--- src/rtl/seg_scan_ctrl.sv ---
// Multiplexed 7-segment scan controller with blanking gap and frame-synchronous reload.
// Optional leading-zero blanking when SEG_LZB_EN is defined.
module seg_scan_ctrl #(
   parameter int DIGITS    = 4,
   parameter int SCAN_DIV  = 50000,
   parameter int BLANK_CYC = 16
) (
   input  logic                clk,
   input  logic                rst_n,
   input  logic                en,
   input  logic [4*DIGITS-1:0] val_in,
   input  logic [DIGITS-1:0]   dp_in,
   input  logic                load,
   output logic                load_ack,
   output logic [DIGITS-1:0]   dig_sel,
   output logic [8:0]          seg_out,
   output logic                frame_done
);

   localparam int CW = $clog2(SCAN_DIV);
   localparam int IW = $clog2(DIGITS);
   localparam logic [CW-1:0] BLK_LAST = CW'(BLANK_CYC - 1);
   localparam logic [CW-1:0] DRV_LAST = CW'(SCAN_DIV - BLANK_CYC - 1);
   localparam logic [IW-1:0] IDX_LAST = IW'(DIGITS - 1);

   typedef enum logic [1:0] {IDLE, BLANK, DRIVE} state_t;

   state_t              state, state_n;
   logic [CW-1:0]       cnt, cnt_n;
   logic [IW-1:0]       idx, idx_n;
   logic                wrap, xfer, lzb;
   logic [4*DIGITS-1:0] stage_val, shadow_val;
   logic [DIGITS-1:0]   stage_dp, shadow_dp;
   logic                pend;
   logic [DIGITS-1:0]   dig_n;
   logic [8:0]          seg_n;
   logic [3:0]          nib;

   function automatic logic [6:0] hex7(input logic [3:0] n);
      unique case (n)
         4'h0: hex7 = 7'h3f;
         4'h1: hex7 = 7'h06;
         4'h2: hex7 = 7'h5b;
         4'h3: hex7 = 7'h4f;
         4'h4: hex7 = 7'h66;
         4'h5: hex7 = 7'h6d;
         4'h6: hex7 = 7'h7d;
         4'h7: hex7 = 7'h07;
         4'h8: hex7 = 7'h7f;
         4'h9: hex7 = 7'h6f;
         4'ha: hex7 = 7'h77;
         4'hb: hex7 = 7'h7c;
         4'hc: hex7 = 7'h39;
         4'hd: hex7 = 7'h5e;
         4'he: hex7 = 7'h79;
         4'hf: hex7 = 7'h71;
      endcase
   endfunction

   always_ff @(posedge clk or negedge rst_n) begin
      if (!rst_n) begin
         state <= IDLE;
         cnt   <= '0;
         idx   <= '0;
      end else begin
         state <= state_n;
         cnt   <= cnt_n;
         idx   <= idx_n;
      end
   end

   always_comb begin
      state_n = state;
      cnt_n   = cnt + 1'b1;
      idx_n   = idx;
      wrap    = 1'b0;
      if (!en) begin
         state_n = IDLE;
         cnt_n   = '0;
         idx_n   = '0;
      end else begin
         unique case (state)
            IDLE: begin
               state_n = BLANK;
               cnt_n   = '0;
               idx_n   = '0;
            end
            BLANK: begin
               if (cnt == BLK_LAST) begin
                  state_n = DRIVE;
                  cnt_n   = '0;
               end
            end
            DRIVE: begin
               if (cnt == DRV_LAST) begin
                  state_n = BLANK;
                  cnt_n   = '0;
                  if (idx == IDX_LAST) begin
                     idx_n = '0;
                     wrap  = 1'b1;
                  end else begin
                     idx_n = idx + 1'b1;
                  end
               end
            end
            default: state_n = IDLE;
         endcase
      end
   end

   // Shadow only reloads while dark: from IDLE or on the frame wrap edge.
   assign xfer = pend && (state == IDLE || wrap);

   always_ff @(posedge clk or negedge rst_n) begin
      if (!rst_n) begin
         stage_val  <= '0;
         stage_dp   <= '0;
         pend       <= 1'b0;
         shadow_val <= '0;
         shadow_dp  <= '0;
      end else begin
         if (xfer) begin
            shadow_val <= stage_val;
            shadow_dp  <= stage_dp;
         end
         if (load) begin
            stage_val <= val_in;
            stage_dp  <= dp_in;
            pend      <= 1'b1;
         end else if (xfer) begin
            pend <= 1'b0;
         end
      end
   end

   assign nib = shadow_val[{idx_n, 2'b00} +: 4];

`ifdef SEG_LZB_EN
   logic [DIGITS-1:0] zhi;
   logic              acc;

   always_comb begin
      zhi = '0;
      acc = 1'b1;
      for (int i = DIGITS - 1; i >= 0; i--) begin
         acc    = acc & (shadow_val[4*i +: 4] == 4'h0);
         zhi[i] = acc;
      end
   end

   assign lzb = (idx_n != '0) && zhi[idx_n];
`else
   assign lzb = 1'b0;
`endif

   // Outputs are registered from the state being entered.
   always_comb begin
      dig_n = '1;
      seg_n = '0;
      if (state_n == DRIVE) begin
         dig_n[idx_n] = 1'b0;
         seg_n = {1'b0, shadow_dp[idx_n], lzb ? 7'h00 : hex7(nib)};
      end
   end

   always_ff @(posedge clk or negedge rst_n) begin
      if (!rst_n) begin
         dig_sel    <= '1;
         seg_out    <= '0;
         load_ack   <= 1'b0;
         frame_done <= 1'b0;
      end else begin
         dig_sel    <= dig_n;
         seg_out    <= seg_n;
         load_ack   <= xfer;
         frame_done <= wrap;
      end
   end

endmodule
--- config.mk ---
export PLATFORM = sky130hd
export DESIGN_NAME = seg_scan_ctrl
export DESIGN_NICKNAME = d
export VERILOG_FILES = /design/src/rtl/seg_scan_ctrl.sv
export SDC_FILE = /design/constraint.sdc
export NUM_CORES = 1
export LEC_CHECK = 0
export CAP_MARGIN = 10
export CORE_UTILIZATION = 50
export CTS_CLUSTER_SIZE = 12
export DETAILED_ROUTE_END_ITERATION = 6
export GPL_TIMING_DRIVEN = 0
export PLACE_DENSITY_LB_ADDON = 0.15
export REMOVE_ABC_BUFFERS = 1
export SYNTH_ARGS = -nofsm -noshare
export SYNTH_HDL_FRONTEND = slang
export SYNTH_SLANG_ARGS = --single-unit
export TNS_END_PERCENT = 20
--- constraint.sdc ---
create_clock -name clk -period 2.7 [get_ports clk]
set_input_delay 0.54 -clock clk [delete_from_list [all_inputs] [get_ports clk]]
set_output_delay 0.54 -clock clk [all_outputs]
set_load 0.02 [all_outputs]
Word-level counts from Yosys, hierarchy flattened
Memories as Yosys holds them, arrays and structs flattened.
Index checks and enable logic that the tools add are counted.
{"block": "word_totals", "register_bits": 75, "latchBits": 0, "word_cells": 54, "out_inout_bits": 15, "mem_bits_rw": 0, "n_memories": 1, "inputBits": 24, "mem_bits_ro": 112}
{"name": "(name not given)", "words": 16, "word_bits": 7, "read_ports": 1, "rd_clocked_by_memory_dff": 0, "write_ports": 0, "line": "40", "rtl": "unique case (n)"}
{"block": "op_classes", "mul": 0, "n_mux": 24, "bitwise_logic": 1, "reduce_logical": 5, "div": 0, "magnitude_cmp": 2, "shifts": 1, "eq_ne": 6, "add_sub_neg": 2}
{"op": "16-bit 2-to-1 mux", "count": 3}
{"op": "16-bit case mux with 3 select lines", "count": 1}
{"op": "16-bit by 1-bit adder with 16-bit output, second input constant", "count": 1}
{"op": "16-bit == test, second input constant", "count": 1}
{"op": "16-bit by 4-bit == test with 1-bit output, second input constant", "count": 1}
{"op": "16-bit by 5-bit variable part select with 4-bit output", "count": 1}
{"op": "2-bit 2-to-1 mux", "count": 6}
{"op": "1-bit 2-to-1 mux", "count": 8}
{"op": "8-bit 2-to-1 mux", "count": 1}
{"op": "2-bit == test, second input constant", "count": 3}
{"op": "2-bit case mux with 3 select lines", "count": 1}
{"op": "4-bit 2-to-1 mux", "count": 1}
{"op": "4-bit inverter", "count": 1}
{"op": "2-bit case mux with 2 select lines", "count": 1}
{"op": "2-bit by 3-bit less-than comparator with 1-bit output, second input constant", "count": 1}
{"op": "2-bit by 1-bit adder with 2-bit output, second input constant", "count": 1}
{"op": "1-bit binary-select mux with 2-bit select", "count": 1}
{"op": "1-bit demux with 2-bit select", "count": 1}
{"op": "2-bit by 1-bit == test with 1-bit output, second input constant", "count": 1}
{"op": "2-bit by 1-bit >= comparator with 1-bit output, second input constant", "count": 1}
{"op": "1-bit logical AND", "count": 2}
{"op": "2-bit logical NOT", "count": 1}
{"op": "2-bit nonzero test", "count": 1}
{"op": "1-bit logical OR", "count": 1}

Depth between registers and ports, before layout
{"block": "depth", "depth_word": 11, "mapped_depth": 15, "mapped_depth_nobuf": 14}

Worst setup path before layout
No wires, ideal clock.
{"block": "synth_path", "path_kind": "register -> register", "from": "register cnt[0]", "to": "register seg_out[0]", "slack_ps": -219, "n_path_buf": 1, "required_ps": 2596, "path_stages_with_launch": 16, "t_arrival_ps": 2814, "path_cell_list": "dfrtp_1 > ha_1 > and3_1 > buf_2 > a41o_2 > o211a_4 > inv_6 > mux2i_1 > mux2i_1 > inv_1 > ha_1 > inv_1 > o211ai_1 > a2111oi_0 > a31oi_1 > o311ai_1"}
{"block": "synth_via", "elab_chain_cells": 7, "elab_cells_between_ends": 13, "classes_between": "3 x eq/ne; 1 x shift; 8 x mux; 1 x memory"}
{"element": "from (decl)", "line": "29", "rtl": "logic [CW-1:0] cnt, cnt_n;"}
{"element": "from (signal assigned)", "line": "67", "rtl": "cnt <= cnt_n;"}
{"element": "16-bit == test", "line": "95", "rtl": "if (cnt == DRV_LAST) begin"}
{"element": "2-bit 2-to-1 mux", "line": "95"}
{"element": "2-bit case mux with 2 select lines", "line": "82", "rtl": "unique case (state)"}
{"element": "2-bit 2-to-1 mux", "line": "77", "rtl": "if (!en) begin"}
{"element": "named net idx_n[1]", "line": "30", "rtl": "logic [IW-1:0] idx, idx_n;"}
{"element": "16-bit by 5-bit variable part select with 4-bit output", "line": "136", "rtl": "assign nib = shadow_val[{idx_n, 2'b00} +: 4];"}
{"element": "memory read 16 x 7 bit"}
{"element": "8-bit 2-to-1 mux", "line": "160", "rtl": "if (state_n == DRIVE) begin"}
{"element": "named net seg_n[0]", "line": "36", "rtl": "logic [8:0] seg_n;"}
{"element": "to (signal assigned)", "line": "174", "rtl": "seg_out <= seg_n;"}
{"element": "to (decl)", "line": "16", "rtl": "output logic [8:0] seg_out,"}
The timed path passes the listed nets, and every way through them passes these cells.
A chain may end at the register's enable or synchronous reset.

Final worst setup path
{"block": "layout_path", "from": "register idx[0]", "to": "register seg_out[3]"}
{"block": "layout_via", "elab_chain_cells": 8, "elab_cells_between_ends": 9, "classes_between": "1 x add/sub; 1 x eq/ne; 1 x shift; 5 x mux; 1 x memory"}
{"element": "from (decl)", "line": "30"}
{"element": "from (signal assigned)", "line": "68", "rtl": "idx <= idx_n;"}
{"element": "2-bit by 1-bit adder with 2-bit output or 2-bit == test (tied branches)", "line": "102, 98"}
{"element": "2-bit 2-to-1 mux", "line": "98", "rtl": "if (idx == IDX_LAST) begin"}
{"element": "2-bit 2-to-1 mux", "line": "95"}
{"element": "2-bit case mux with 2 select lines *", "line": "82"}
{"element": "2-bit 2-to-1 mux *", "line": "77"}
{"element": "16-bit by 5-bit variable part select with 4-bit output *", "line": "136"}
{"element": "memory read 16 x 7 bit *"}
{"element": "8-bit 2-to-1 mux *", "line": "160"}
{"element": "named net seg_n[3]", "line": "36"}
Mark *: on every way through the listed nets, which the timed path passes. The rest lies on a longest branch.

==> results.cfg <==
[placed_design]
dp_hpwl_um = 4415
io_buffer_count = 37
placed_cells = 451
placed_cell_area_um2 = 4005
dp_slack_ns = -1.222
gp_congestion = 0.7898

[sta]
fin_ws_ns = -0.06000
worstMarginPinSlew_ns = 0.9298
timing.final.max_slew_violations = 0
hold_viol = 0
rsz0062_at_grt = true
min_period_ns = 2.760
period_share_pct = 102.2
fin_worst_skew_ns = 0.007320
setup_viol = 2
fmax_mhz = 362.3
slew_headroom_pct = 37.82

[routing]
routed_wl_um = 6718
wl_per_cell_um = 13.88
vias = 2524
ant_nets = 0
drt_iter0_drc = 144
routed_via_density = 5.215
drc = 0
first_pass_iters = 4

[synth]
synth_top_cell_by_area = dfrtp_1
avgSynthCellArea_um2 = 10.74
netlist_area_um2 = 3555
synth.top_cell.area_share_pct = 49.98
synth_common_cells = 71 x dfrtp_1, 70 x nand2_1, 30 x nor2_1
yosysSeqAreaShare_pct = 52.94
synth-seq-cells = 75
synth_edf_count = 0
synthArstFlopShare_pct = 100.0
synthTopCellsByArea = dfrtp_1 50%, nand2_1 7.4%, mux2_2 6.7%, nor2_1 3.2%, dfstp_2 3.0%
synth_cells = 331
post-synth-top-count-cell = dfrtp_1
yosys_warnings = 0
ys.flop_type = dfrtp_1
ys_types = 59

[worst_setup_path]
cpMostUsedCell = ha_2
end_kind = flip-flop
crit_path_start_kind = flip-flop
crit_type = reg2reg
cp.required_ns = 2.90
cpMaxStageDelayCell = or4b_4
cp_max_fo = 6
crit_family = simple AND/OR/NAND/NOR gates
cp.arrival_ns = 2.96
path_cells = ha_2 > or4b_4 > o211ai_4 > nand2_4 > mux2_4 > inv_1 > ha_2 > o21ai_0 > o2111ai_1 > o31ai_2
crit_buf_inv = 1
cpPeakStageDelay_ns = 0.53

[finish]
fin_nets = 415
syn2layout_area_growth_pct = 26.61
instances_no_fill = 484
insertedDiodeCount = 0
drive_above_1_share_pct = 25.00
fin_util_pct = 65.88
design_area_um2 = 4501
fillCellCount = 544

[global_route]
grt_overflow = 0
grt_pass1_wl_um = 11180
grt.total_usage_pct = 19.69
antenna_found_initial = 0
grt_max_degree = 54
grt_pass1_vias = 2369

[power_and_ir_drop]
switching_power_uw = 646.1
pwr-share-comb_pct = 13.1
switching_share_pct = 25.55
pwr_density_cell_nw_per_um2 = 561.9
p_seq_share_pct = 49.6
vdd_drop_max_mv = 0.4765
clkPwrFrac_pct = 37.3
p_leak_uw = 0.001968
p_int_uw = 1883

[status]
outcome = finished with violations
violations = negative setup slack

[floorplanning]
fp.dieH_um = 86.32
fp-row-count = 30
die-area_um2 = 7450
ios = 39
core-area_um2 = 6832
initial_core_util_pct = 52.03
die_w_um = 86.32

[clock_network]
clk_latency_ns = 0.34
cts_buffers = 9
cts_sinks = 75
cts_max_path_buffers = 2
path_clk_slew_ns = 0.08
cts_root_buf = clkbuf_8
h-tree-depth = 3
tritoncts = built

[flow_run]
maxCapViolCount = 0

[hold_path]
hold_class = in2async
==> cell type report <==
| class | count | area [um^2] | share of cell area, % |
|---|---|---|---|
| sequential | 75 | 1887 | 41.92 |
| tap | 96 | 120.1 | 2.669 |
| timing repair buffer | 55 | 518.0 | 11.51 |
| clock inverter | 7 | 92.59 | 2.057 |
| inverter | 11 | 53.80 | 1.195 |
| clock buffer | 9 | 123.9 | 2.752 |
| multi-input combinational | 231 | 1705 | 37.89 |
==> power by group through the flow <==
stage               registers [uW]  logic [uW]  clock network (uW)
floorplan                     1260         179                   0
global placement              1270         277                   0
detailed placement            1270         289                   0
CTS                           1250         309                 968
global route                  1260         370                1020
finish                        1250         332                 943
==> metal layers <==
metal / wire length (um) / up-vias / GRT usage [%]
met1: 3194 / 1220 / 27.03
met4: 139 / 0 / 8.182
met2: 3230 / 40 / 30.01
met3: 153 / 13 / 4.857
li1: - / 1251 / -
met5: 0 / - / 0
==> flip-flops by register name, indices dropped and copies added (netlist names) <==
name        flops
seg_out         8
frame_done      1
pend            1
stage_val      16
state           2
dig_sel         4
shadow_dp       4
idx             2
shadow_val     16
stage_dp        4
cnt            16
load_ack        1
==> repair_timing <==
item,4_1_cts,5_1_grt
pin swaps,1,10
setup endpoints to repair,28,27
gates resized for setup,23,20
hold buffers,0,0
buffers inserted,2,15
==> worst reg2reg max path: cells and delay by family, from the launching register on <==
family / cells / cell delay, ns
buffers and inverters: 1 / 0.13
AO/OA/AOI/OAI: 4 / 0.64
adder cells (fa/ha/maj): 2 / 0.44
multiplexers: 1 / 0.36
flip-flops: 1 / 0.42
AND/OR/NAND/NOR: 2 / 0.65
==> through the flow <==
step / total power (uW) / hold WS [ns] / setup TNS, ns
after floorplan: 1438 / 0.2444 / -0.4586
after global placement: 1545 / 0.4494 / -130.69
after detailed placement: 1559 / 0.4532 / -27.32
after CTS: 2529 / 0.07726 / -0.4091
after global routing: 2649 / 0.09261 / -1.352
final: 2529 / 0.07794 / -0.09440
==> logic make-up (layout without fill, tap and decap cells) <==
group           after synthesis  after routing  synth area share (%)
fa+ha+maj                     8              8                 2.816
compound gates               37             37                 9.081
flops                        75             75                 52.94
xor+xnor                     13             13                 3.203
other cells                   1              1                0.1055
buf+inv                      25             82                 3.133
mux                          30             30                 9.856
simple gates                142            142                 18.87
==> final timing paths <==
path	from	end	slack [ns]	depth (start not counted)
min	rst_n	cnt[9]	0.08	1
max in group asynchronous	rst_n	idx[0]	2.07	2
min in group clk	stage_val[12]	shadow_val[12]	0.47	2
max	idx[0]	seg_out[3]	-0.06	10
max reg2reg	idx[0]	seg_out[3]	-0.06	10
min reg2reg	stage_val[12]	shadow_val[12]	0.47	2
==> layout by cell type (no fill, tap or decap), types with 6 or more instances in the layout <==
cell | synthesis | final
mux2_2 | 21 | 20
dfrtp_1 | 71 | 67
xnor2_1 | 6 | 6
inv_1 | 10 | 8
nand3_1 | 16 | 16
nand2_1 | 70 | 68
clkbuf_8 | 0 | 9
clkdlybuf4s50_1 | 0 | 35
xor2_1 | 7 | 7
a21oi_1 | 6 | 6
nor2_1 | 30 | 30
buf_4 | 2 | 18
(Power assumes the default switching activity.)
